<file path="config.mk">
export PLATFORM = sky130hd
export DESIGN_NAME = cpu_run_controller
export DESIGN_NICKNAME = d
export VERILOG_FILES = /design/src/rtl/cpu_run_controller.sv
export SDC_FILE = /design/constraint.sdc
export NUM_CORES = 1
export LEC_CHECK = 0
export CAP_MARGIN = 20
export CORE_MARGIN = 2
export CORE_UTILIZATION = 47
export CTS_CLUSTER_SIZE = 24
export DETAILED_ROUTE_END_ITERATION = 16
export PLACE_DENSITY = 0.76
export SYNTH_ARGS = -nofsm -noshare
export SYNTH_HDL_FRONTEND = slang
export SYNTH_SLANG_ARGS = --single-unit
</file>
<file path="constraint.sdc">
create_clock -name clk -period 2.38 [get_ports clk]
set_input_delay 0.238 -clock clk [delete_from_list [all_inputs] [get_ports clk]]
set_output_delay 0.238 -clock clk [all_outputs]
set_load 0.02 [all_outputs]
</file>
<file path="src/rtl/cpu_run_controller.sv">
// Run sequencer for the single-cycle CPU: holds it in reset, releases it on start,
// counts executed cycles and stops it on halt, PC freeze or cycle budget.
module cpu_run_controller #(
  parameter int unsigned RESET_CYCLES = 2,
  parameter int unsigned MAX_CYCLES   = 100000000,
  parameter int unsigned STALL_WINDOW = 8
) (
  input  logic        clk,
  input  logic        rst,
  input  logic        start,
  input  logic        abort,
  input  logic        halt_in,
  input  logic [31:0] pc,
  output logic        cpu_rst,
  output logic        cpu_en,
  output logic [31:0] cycles_consumed,
  output logic        busy,
  output logic        done,
  output logic        timeout,
  output logic        stalled
);

  localparam int unsigned HOLD_W  = (RESET_CYCLES > 1) ? $clog2(RESET_CYCLES) : 1;
  localparam int unsigned STALL_W = (STALL_WINDOW > 1) ? $clog2(STALL_WINDOW) : 1;
  localparam logic [HOLD_W-1:0]  HOLD_LOAD  = HOLD_W'(RESET_CYCLES - 1);
  localparam logic [STALL_W-1:0] STALL_LAST = STALL_W'(STALL_WINDOW - 1);
  localparam logic [31:0]        CYC_LAST   = 32'(MAX_CYCLES - 1);
  localparam logic [31:0]        CYC_SAT    = 32'hFFFF_FFFF;
  localparam logic               STALL_EN   = (STALL_WINDOW != 0);

  typedef enum logic [1:0] {
    IDLE = 2'd0,
    HOLD = 2'd1,
    RUN  = 2'd2,
    DONE = 2'd3
  } state_t;

  state_t               state, state_d;
  logic [HOLD_W-1:0]    hold_cnt, hold_cnt_d;
  logic [STALL_W-1:0]   stall_cnt, stall_cnt_d;
  logic [31:0]          pc_prev, pc_prev_d;
  logic                 pc_valid, pc_valid_d;
  logic [31:0]          cycles_d;
  logic                 timeout_d, stalled_d;
  logic                 cpu_rst_d, cpu_en_d, busy_d, done_d;
  logic                 pc_match;

  assign pc_match = pc_valid && (pc == pc_prev);

  // State and all output registers
  always_ff @(posedge clk) begin
    if (!rst) begin
      state           <= IDLE;
      hold_cnt        <= '0;
      stall_cnt       <= '0;
      pc_prev         <= '0;
      pc_valid        <= 1'b0;
      cycles_consumed <= '0;
      timeout         <= 1'b0;
      stalled         <= 1'b0;
      cpu_rst         <= 1'b0;
      cpu_en          <= 1'b0;
      busy            <= 1'b0;
      done            <= 1'b0;
    end else begin
      state           <= state_d;
      hold_cnt        <= hold_cnt_d;
      stall_cnt       <= stall_cnt_d;
      pc_prev         <= pc_prev_d;
      pc_valid        <= pc_valid_d;
      cycles_consumed <= cycles_d;
      timeout         <= timeout_d;
      stalled         <= stalled_d;
      cpu_rst         <= cpu_rst_d;
      cpu_en          <= cpu_en_d;
      busy            <= busy_d;
      done            <= done_d;
    end
  end

  // Next state plus run bookkeeping; exit checks use pre-increment values
  always_comb begin
    state_d     = state;
    hold_cnt_d  = hold_cnt;
    stall_cnt_d = stall_cnt;
    pc_prev_d   = pc_prev;
    pc_valid_d  = pc_valid;
    cycles_d    = cycles_consumed;
    timeout_d   = timeout;
    stalled_d   = stalled;
    case (state)
      IDLE, DONE: begin
        if (start) begin
          state_d     = HOLD;
          hold_cnt_d  = HOLD_LOAD;
          stall_cnt_d = '0;
          pc_valid_d  = 1'b0;
          cycles_d    = '0;
          timeout_d   = 1'b0;
          stalled_d   = 1'b0;
        end
      end
      HOLD: begin
        if (abort) begin
          state_d = IDLE;
        end else if (hold_cnt == '0) begin
          state_d = RUN;
        end else begin
          hold_cnt_d = hold_cnt - HOLD_W'(1);
        end
      end
      RUN: begin
        cycles_d    = (cycles_consumed == CYC_SAT) ? cycles_consumed
                                                   : cycles_consumed + 32'd1;
        pc_prev_d   = pc;
        pc_valid_d  = 1'b1;
        stall_cnt_d = pc_match ? stall_cnt + STALL_W'(1) : '0;
        if (abort) begin
          state_d = IDLE;
        end else if (halt_in) begin
          state_d = DONE;
        end else if (STALL_EN && pc_match && (stall_cnt == STALL_LAST)) begin
          state_d   = DONE;
          stalled_d = 1'b1;
        end else if (cycles_consumed == CYC_LAST) begin
          state_d   = DONE;
          timeout_d = 1'b1;
        end
      end
      default: state_d = IDLE;
    endcase
  end

  // Output decode from the upcoming state so the flops reflect it after the edge
  always_comb begin
    cpu_rst_d = 1'b0;
    cpu_en_d  = 1'b0;
    busy_d    = 1'b0;
    done_d    = 1'b0;
    case (state_d)
      HOLD: busy_d = 1'b1;
      RUN: begin
        cpu_rst_d = 1'b1;
        cpu_en_d  = 1'b1;
        busy_d    = 1'b1;
      end
      DONE: begin
        cpu_rst_d = 1'b1;
        done_d    = 1'b1;
      end
      default: ;
    endcase
  end

endmodule

</file>
Yosys cells after proc, flatten, opt, wreduce, memory -nomap -nowiden. Cells that the tools add are included.

Bits in registers: 77.

Add/subtract/negate cells: 3. Equal/unequal tests: 18. Multiplexer cells: 33. Reduce and logical (&&, ||, !) cells: 13.

Operators with widths (number): $mux 32 (2); $pmux 32 s2 (1); $add 32x1->32 const B (1); $eq 32x27->1 const B (1); $eq 32x32->1 (1); $eq 32x32->1 const B (1); $ne 2x2->1 const B (8); $mux 1 (15); $mux 2 (7); $eq 2x2->1 const B (4); $pmux 1 s2 (4); $mux 3 (2); $pmux 2 s3 (1); $pmux 3 s2 (1); $reduce_and 3->1 (2); $reduce_and 6->1 (1); $reduce_or 2->1 (3); $reduce_and 5->1 (1); $eq 2x1->1 const B (2); $reduce_bool 2->1 (2); $add 3x1->3 const B (1); $eq 3x3->1 const B (1); $logic_and 1x1->1 (2); $logic_not 2->1 (1); other kinds (2) (2).

Longest topological paths before layout.
Depth after elaboration: 10. Gate-level depth with buffers: 12.

Worst setup path after synthesis. Ideal clock, no wire load.

Path type: register -> register. From: register cycles_consumed[0]. To: register cpu_rst. Setup time: 0.146 ns. Arrival time: 2.235 ns. Required time: 2.234 ns. Setup slack: -0.002 ns. Cell stages (with the launch flop): 11. Buffers on the path: 0. Period minus slack after synthesis: 2.382 ns. Cell sequence: dfxtp_1 > ha_1 > and4_2 > nand4_1 > nor3_1 > nor3_1 > a311o_1 > ha_1 > and2_1 > a21oi_1 > a31oi_1.

Word-level cells in the longest chain between the ends: 9. Elaborated cells on any way between the ends: 10. Those cells by class: 3 x eq/ne; 6 x mux; 1 x reduce/logical.

RTL lines: start: declaration (RTL line 16) `output logic [31:0] cycles_consumed,`; start signal: assignment (RTL line 71) `cycles_consumed <= cycles_d;`; $eq 32x27->1 * (RTL line 125) `end else if (cycles_consumed == CYC_LAST) begin`; $mux 2 * (RTL line 125); $mux 2 * (RTL line 122) `end else if (STALL_EN && pc_match && (stall_cnt == STALL_LAST)) begin`; $mux 2 * (RTL line 120) `end else if (halt_in) begin`; $mux 2 * (RTL line 118) `if (abort) begin`; $pmux 2 s3 * (RTL line 91) `case (state)`; $eq 2x2->1 (RTL line 140) `case (state_d)`; $reduce_or 2->1 (no source line) *; $mux 1 * (RTL line 140); end signal: assignment (RTL line 74) `cpu_rst <= cpu_rst_d;`; end: declaration (RTL line 14) `output logic cpu_rst,`.

Every way passes the cells marked *; elsewhere a longest branch is shown, timed or not. A chain may end at the register's enable or synchronous reset.

Final worst setup path.
From: input pc[31]. To: register cpu_rst.

Word-level cells in the longest chain between the ends: 10. Elaborated cells on any way between the ends: 11. Those cells by class: 3 x eq/ne; 5 x mux; 3 x reduce/logical.

RTL lines: start: declaration (RTL line 13) `input logic [31:0] pc,`; $eq 32x32->1 * (RTL line 48) `assign pc_match = pc_valid && (pc == pc_prev);`; $logic_and 1x1->1 * (RTL line 48); $logic_and 1x1->1 * (RTL line 122); $mux 2 * (RTL line 122); $mux 2 * (RTL line 120); $mux 2 * (RTL line 118); $pmux 2 s3 * (RTL line 91); net state_d[1] (RTL line 38) `state_t state, state_d;`; $eq 2x2->1 (RTL line 140); $reduce_or 2->1 (no source line) *; $mux 1 * (RTL line 140).

The timed path passes the listed nets; every way through them passes the cells marked *.

==> qor.csv <==
stage;metric;value;unit
detailed_routing;wirelength;10120;um
detailed_routing;drt_iter0_drc;209;
logic_synthesis;ys_async_sr_fraction;0;%
critical_path;reg2reg_slack;0;ps
placed_design;preCtsSetupSlack;-388.1;ps
critical_path;worst-setup-path-type;primary input to flop;
logic_synthesis;ys.flop_type;dfxtp_1;
global_routing;antenna_found_initial;0;
clocking;cts.reportedPaths.clkPinSlew;80;ps
clocking;cts_tree;done;
die;die_w;95.24;um
timing;min_period;2386;ps
detailed_routing;antenna_left;0;
critical_path;cp-start-kind;primary input;
global_routing;grt_pass1_wl;16650;um
die;die_y;95.24;um
critical_path;crit_fanout;3;
global_routing;gr-total-overflow;0;
logic_synthesis;synth_most_common_cell;dfxtp_1;
logic_synthesis;synth_seq_cells;77;
placed_design;placement.io_buffers;74;
clocking;numCtsBuffers;9;
final_layout;fillers;673;
critical_path;path_common_cell;a31oi_1;
logic_synthesis;yosys-top-cells-area;dfxtp_1 39%, mux2i_1 8.7%, xnor2_1 6.5%, nor2_1 4.7%, a21oi_1 3.6%;
global_routing;grt_max_degree;31;
critical_path;worst_setup_path_end_kind;flop;
final_layout;fin_nets;606;
logic_synthesis;synthesis.nets;492;
die;die_area;0.009071;mm^2
die;core_area;0.008134;mm^2
clocking;cts_root_buf;clkbuf_8;
placed_design;hpwl;7573;um
detailed_routing;first_pass_iters;5;
run;maxCapViolCount;0;
clocking;clock-sinks;77;
logic_synthesis;yosys-top-cells-count;77 x dfxtp_1, 49 x nor2_1, 34 x mux2i_1;
critical_path;timing.rr.start;pc_prev[31]$_SDFFE_PN0P_;
final_layout;drive_gt1_share;16.02;%
global_routing;grtUsageTotal;23.33;%
logic_synthesis;netlist_area;0.003913;mm^2
clocking;cts_hold_buf;0;
worst_hold_path;min_to;stall_cnt[1]$_SDFFE_PN0P_;
logic_synthesis;yosys_warnings;0;
worst_hold_path;hold_class;flop to flop;
timing;fin_skew;10.77;ps
clocking;clockBufferDepth;2;
power;powerDensity;530.4;mW/mm^2
detailed_routing;viasPerCell;5.701;
power;peakVddDrop;0.0003472;V
critical_path;critPathMaxStageDelay;440;ps
final_layout;antenna_cells;0;
power;p_leak;1.811;nW
outcome;violations;setup timing;
logic_synthesis;synth_top_area_share;39.40;%
timing;timing.fmax;419.2;MHz
critical_path;cp_top_family;simple AND/OR/NAND/NOR gates;
logic_synthesis;synth_edf_count;0;
power;power;2.833;mW
placed_design;globalplace.congestion;0.8770;
detailed_routing;drc;0;
critical_path;r2r_cells;10;
clocking;h-tree-depth;3;
worst_hold_path;min_path_cells;2;
timing;finalHoldViolCount;0;
timing;worst_slew_pin_slew;621.0;ps
critical_path;crit_slowest_cell;clkdlybuf4s50_1;
timing;slew_viol_final;0;
clocking;clk_latency;360;ps
outcome;status;finished, violations left;
critical_path;crit_arrival;2670;ps
logic_synthesis;syn_area_per_cell;8.714;um^2
final_layout;syn_to_final_growth;36.49;%
logic_synthesis;yosysUniqueCellTypes;52;
global_routing;grt_pass1_vias;3571;
timing;whs;473.6;ps
die;start_util;48.10;%
logic_synthesis;synth-seq-area-share;39.40;%
critical_path;crit_cells;11;
detailed_routing;via_count;3837;
timing;setup_viol;1;
critical_path;cp.buffers_inverters;2;
timing;slew_headroom;58.22;%
critical_path;worstReg2RegEnd;cpu_rst$_SDFF_PN0_;
critical_path;required;2670;ps
die;ioPinCount;75;
logic_synthesis;syn_inst;449;
timing;period_share;100.2;%
critical_path;crit_chain;clkdlybuf4s50_1 > xnor2_1 > nand3_2 > nor4_4 > nand4_1 > buf_6 > a31oi_1 > ha_1 > and2_4 > a21oi_1 > a31oi_1;
detailed_routing;wire_per_inst;15.04;um
timing;setup_slack;-5.706;ps
worst_hold_path;worstHoldStart;stall_cnt[1]$_SDFFE_PN0P_;
logic_synthesis;synth_largest_area_cell;dfxtp_1;
die;row_count;33;
## layout by cell type (no fill, tap or decap), types with 3 or more instances in the layout
cell	count
or3_1	16
o21ai_0	23
or4_1	4
a311oi_1	3
nand2_1	28
xor2_1	3
nand2b_1	17
nand4_1	21
and4_2	5
a21oi_1	28
o31ai_1	3
nor4_1	6
clkdlybuf4s50_1	74
nand3_1	17
clkbuf_8	10
xnor2_1	28
a31oi_1	7
ha_1	5
buf_4	45
mux2i_1	34
nor3_1	3
o2111ai_1	5
inv_1	11
dfxtp_1	76
nor2_1	49
## cells by family (layout without fill, tap and decap cells)
group,Yosys count,in the layout,synth area share [%]
adders and majority gates,6,6,1.919
buffers and inverters,29,148,3.294
and+or+nand+nor,187,187,26.13
xor gates and xnor gates,32,32,7.163
DFF,77,77,39.40
AOI/OAI and AO/OA,83,83,13.11
muxes,35,35,8.986
## layout make-up
type                       count  area, um^2  area share [%]
multi-input combinational    343        2296           42.99
inverter                      11       41.29          0.7732
tap                          105       131.4           2.460
clock inverter                 6       86.33           1.617
sequential                    77        1543           28.89
clock buffer                  10       137.6           2.577
timing repair buffer         121        1105           20.69
## worst max path at each step
| stage | from | to | slack (ps) |
|---|---|---|---|
| floorplan | cycles_consumed[1]$_SDFFE_PN0P_ | cpu_rst$_SDFF_PN0_ | 10 |
| detailed placement | pc[4] | cpu_rst$_SDFF_PN0_ | -390 |
| CTS | state[0]$_SDFF_PN0_ | cpu_rst$_SDFF_PN0_ | 40 |
| global placement | pc[27] | cpu_rst$_SDFF_PN0_ | -150 |
| finish | pc[31] | cpu_rst$_SDFF_PN0_ | -6 |
| global route | pc[4] | cpu_rst$_SDFF_PN0_ | -70 |
## registers in the layout, indices dropped and copies added, names as in the netlist
| register | flops |
|---|---|
| state | 2 |
| cycles_consumed | 32 |
| busy | 1 |
| stalled | 1 |
| cpu_rst | 1 |
| cpu_en | 1 |
| done | 1 |
| pc_valid | 1 |
| timeout | 1 |
| pc_prev | 32 |
| hold_cnt | 1 |
| stall_cnt | 3 |
## routing by layer
layer  track usage (%)  vias up  share of wire (%)
li1                  -     1861                  -
met1             26.29     1843                 40
met2             42.78      113                 53
met3             4.822       20                4.6
met4             9.058        0                2.3
met5                 0        -                  0
## where the power goes
part | total, mW | internal, mW | leakage (nW) | switching (mW)
combinational | 0.388 | 0.194 | 1.08 | 0.194
clock | 1.12 | 0.617 | 0.112 | 0.507
sequential | 1.32 | 1.31 | 0.621 | 0.0127
## through the flow
stage               instances  util [%]  TNS (ps)  area [um^2]
floorplan                 449         -         0         3914
global placement          654     61.85    -212.2         5031
detailed placement        654     61.85    -853.5         5031
CTS                       670     64.68         0         5261
global route              673     65.65    -73.17         5340
finish                    673     65.65    -5.706         5340
## repair_timing
item,4_1_cts,5_1_grt
resized for setup,1,11
endpoints found under the setup margin,1,2
gates cloned,0,0
pin swaps,0,5
buffers inserted,0,3
## worst reg2reg max path: cells and delay by family, from the launching register on
family / cells / cell delay [ps]
compound gates: 3 / 460
xor+xnor: 1 / 280
fa+ha+maj: 1 / 190
buf+inv: 1 / 190
flops: 1 / 330
simple gates: 4 / 880
Note: power is estimated with default switching activity, not from simulation.
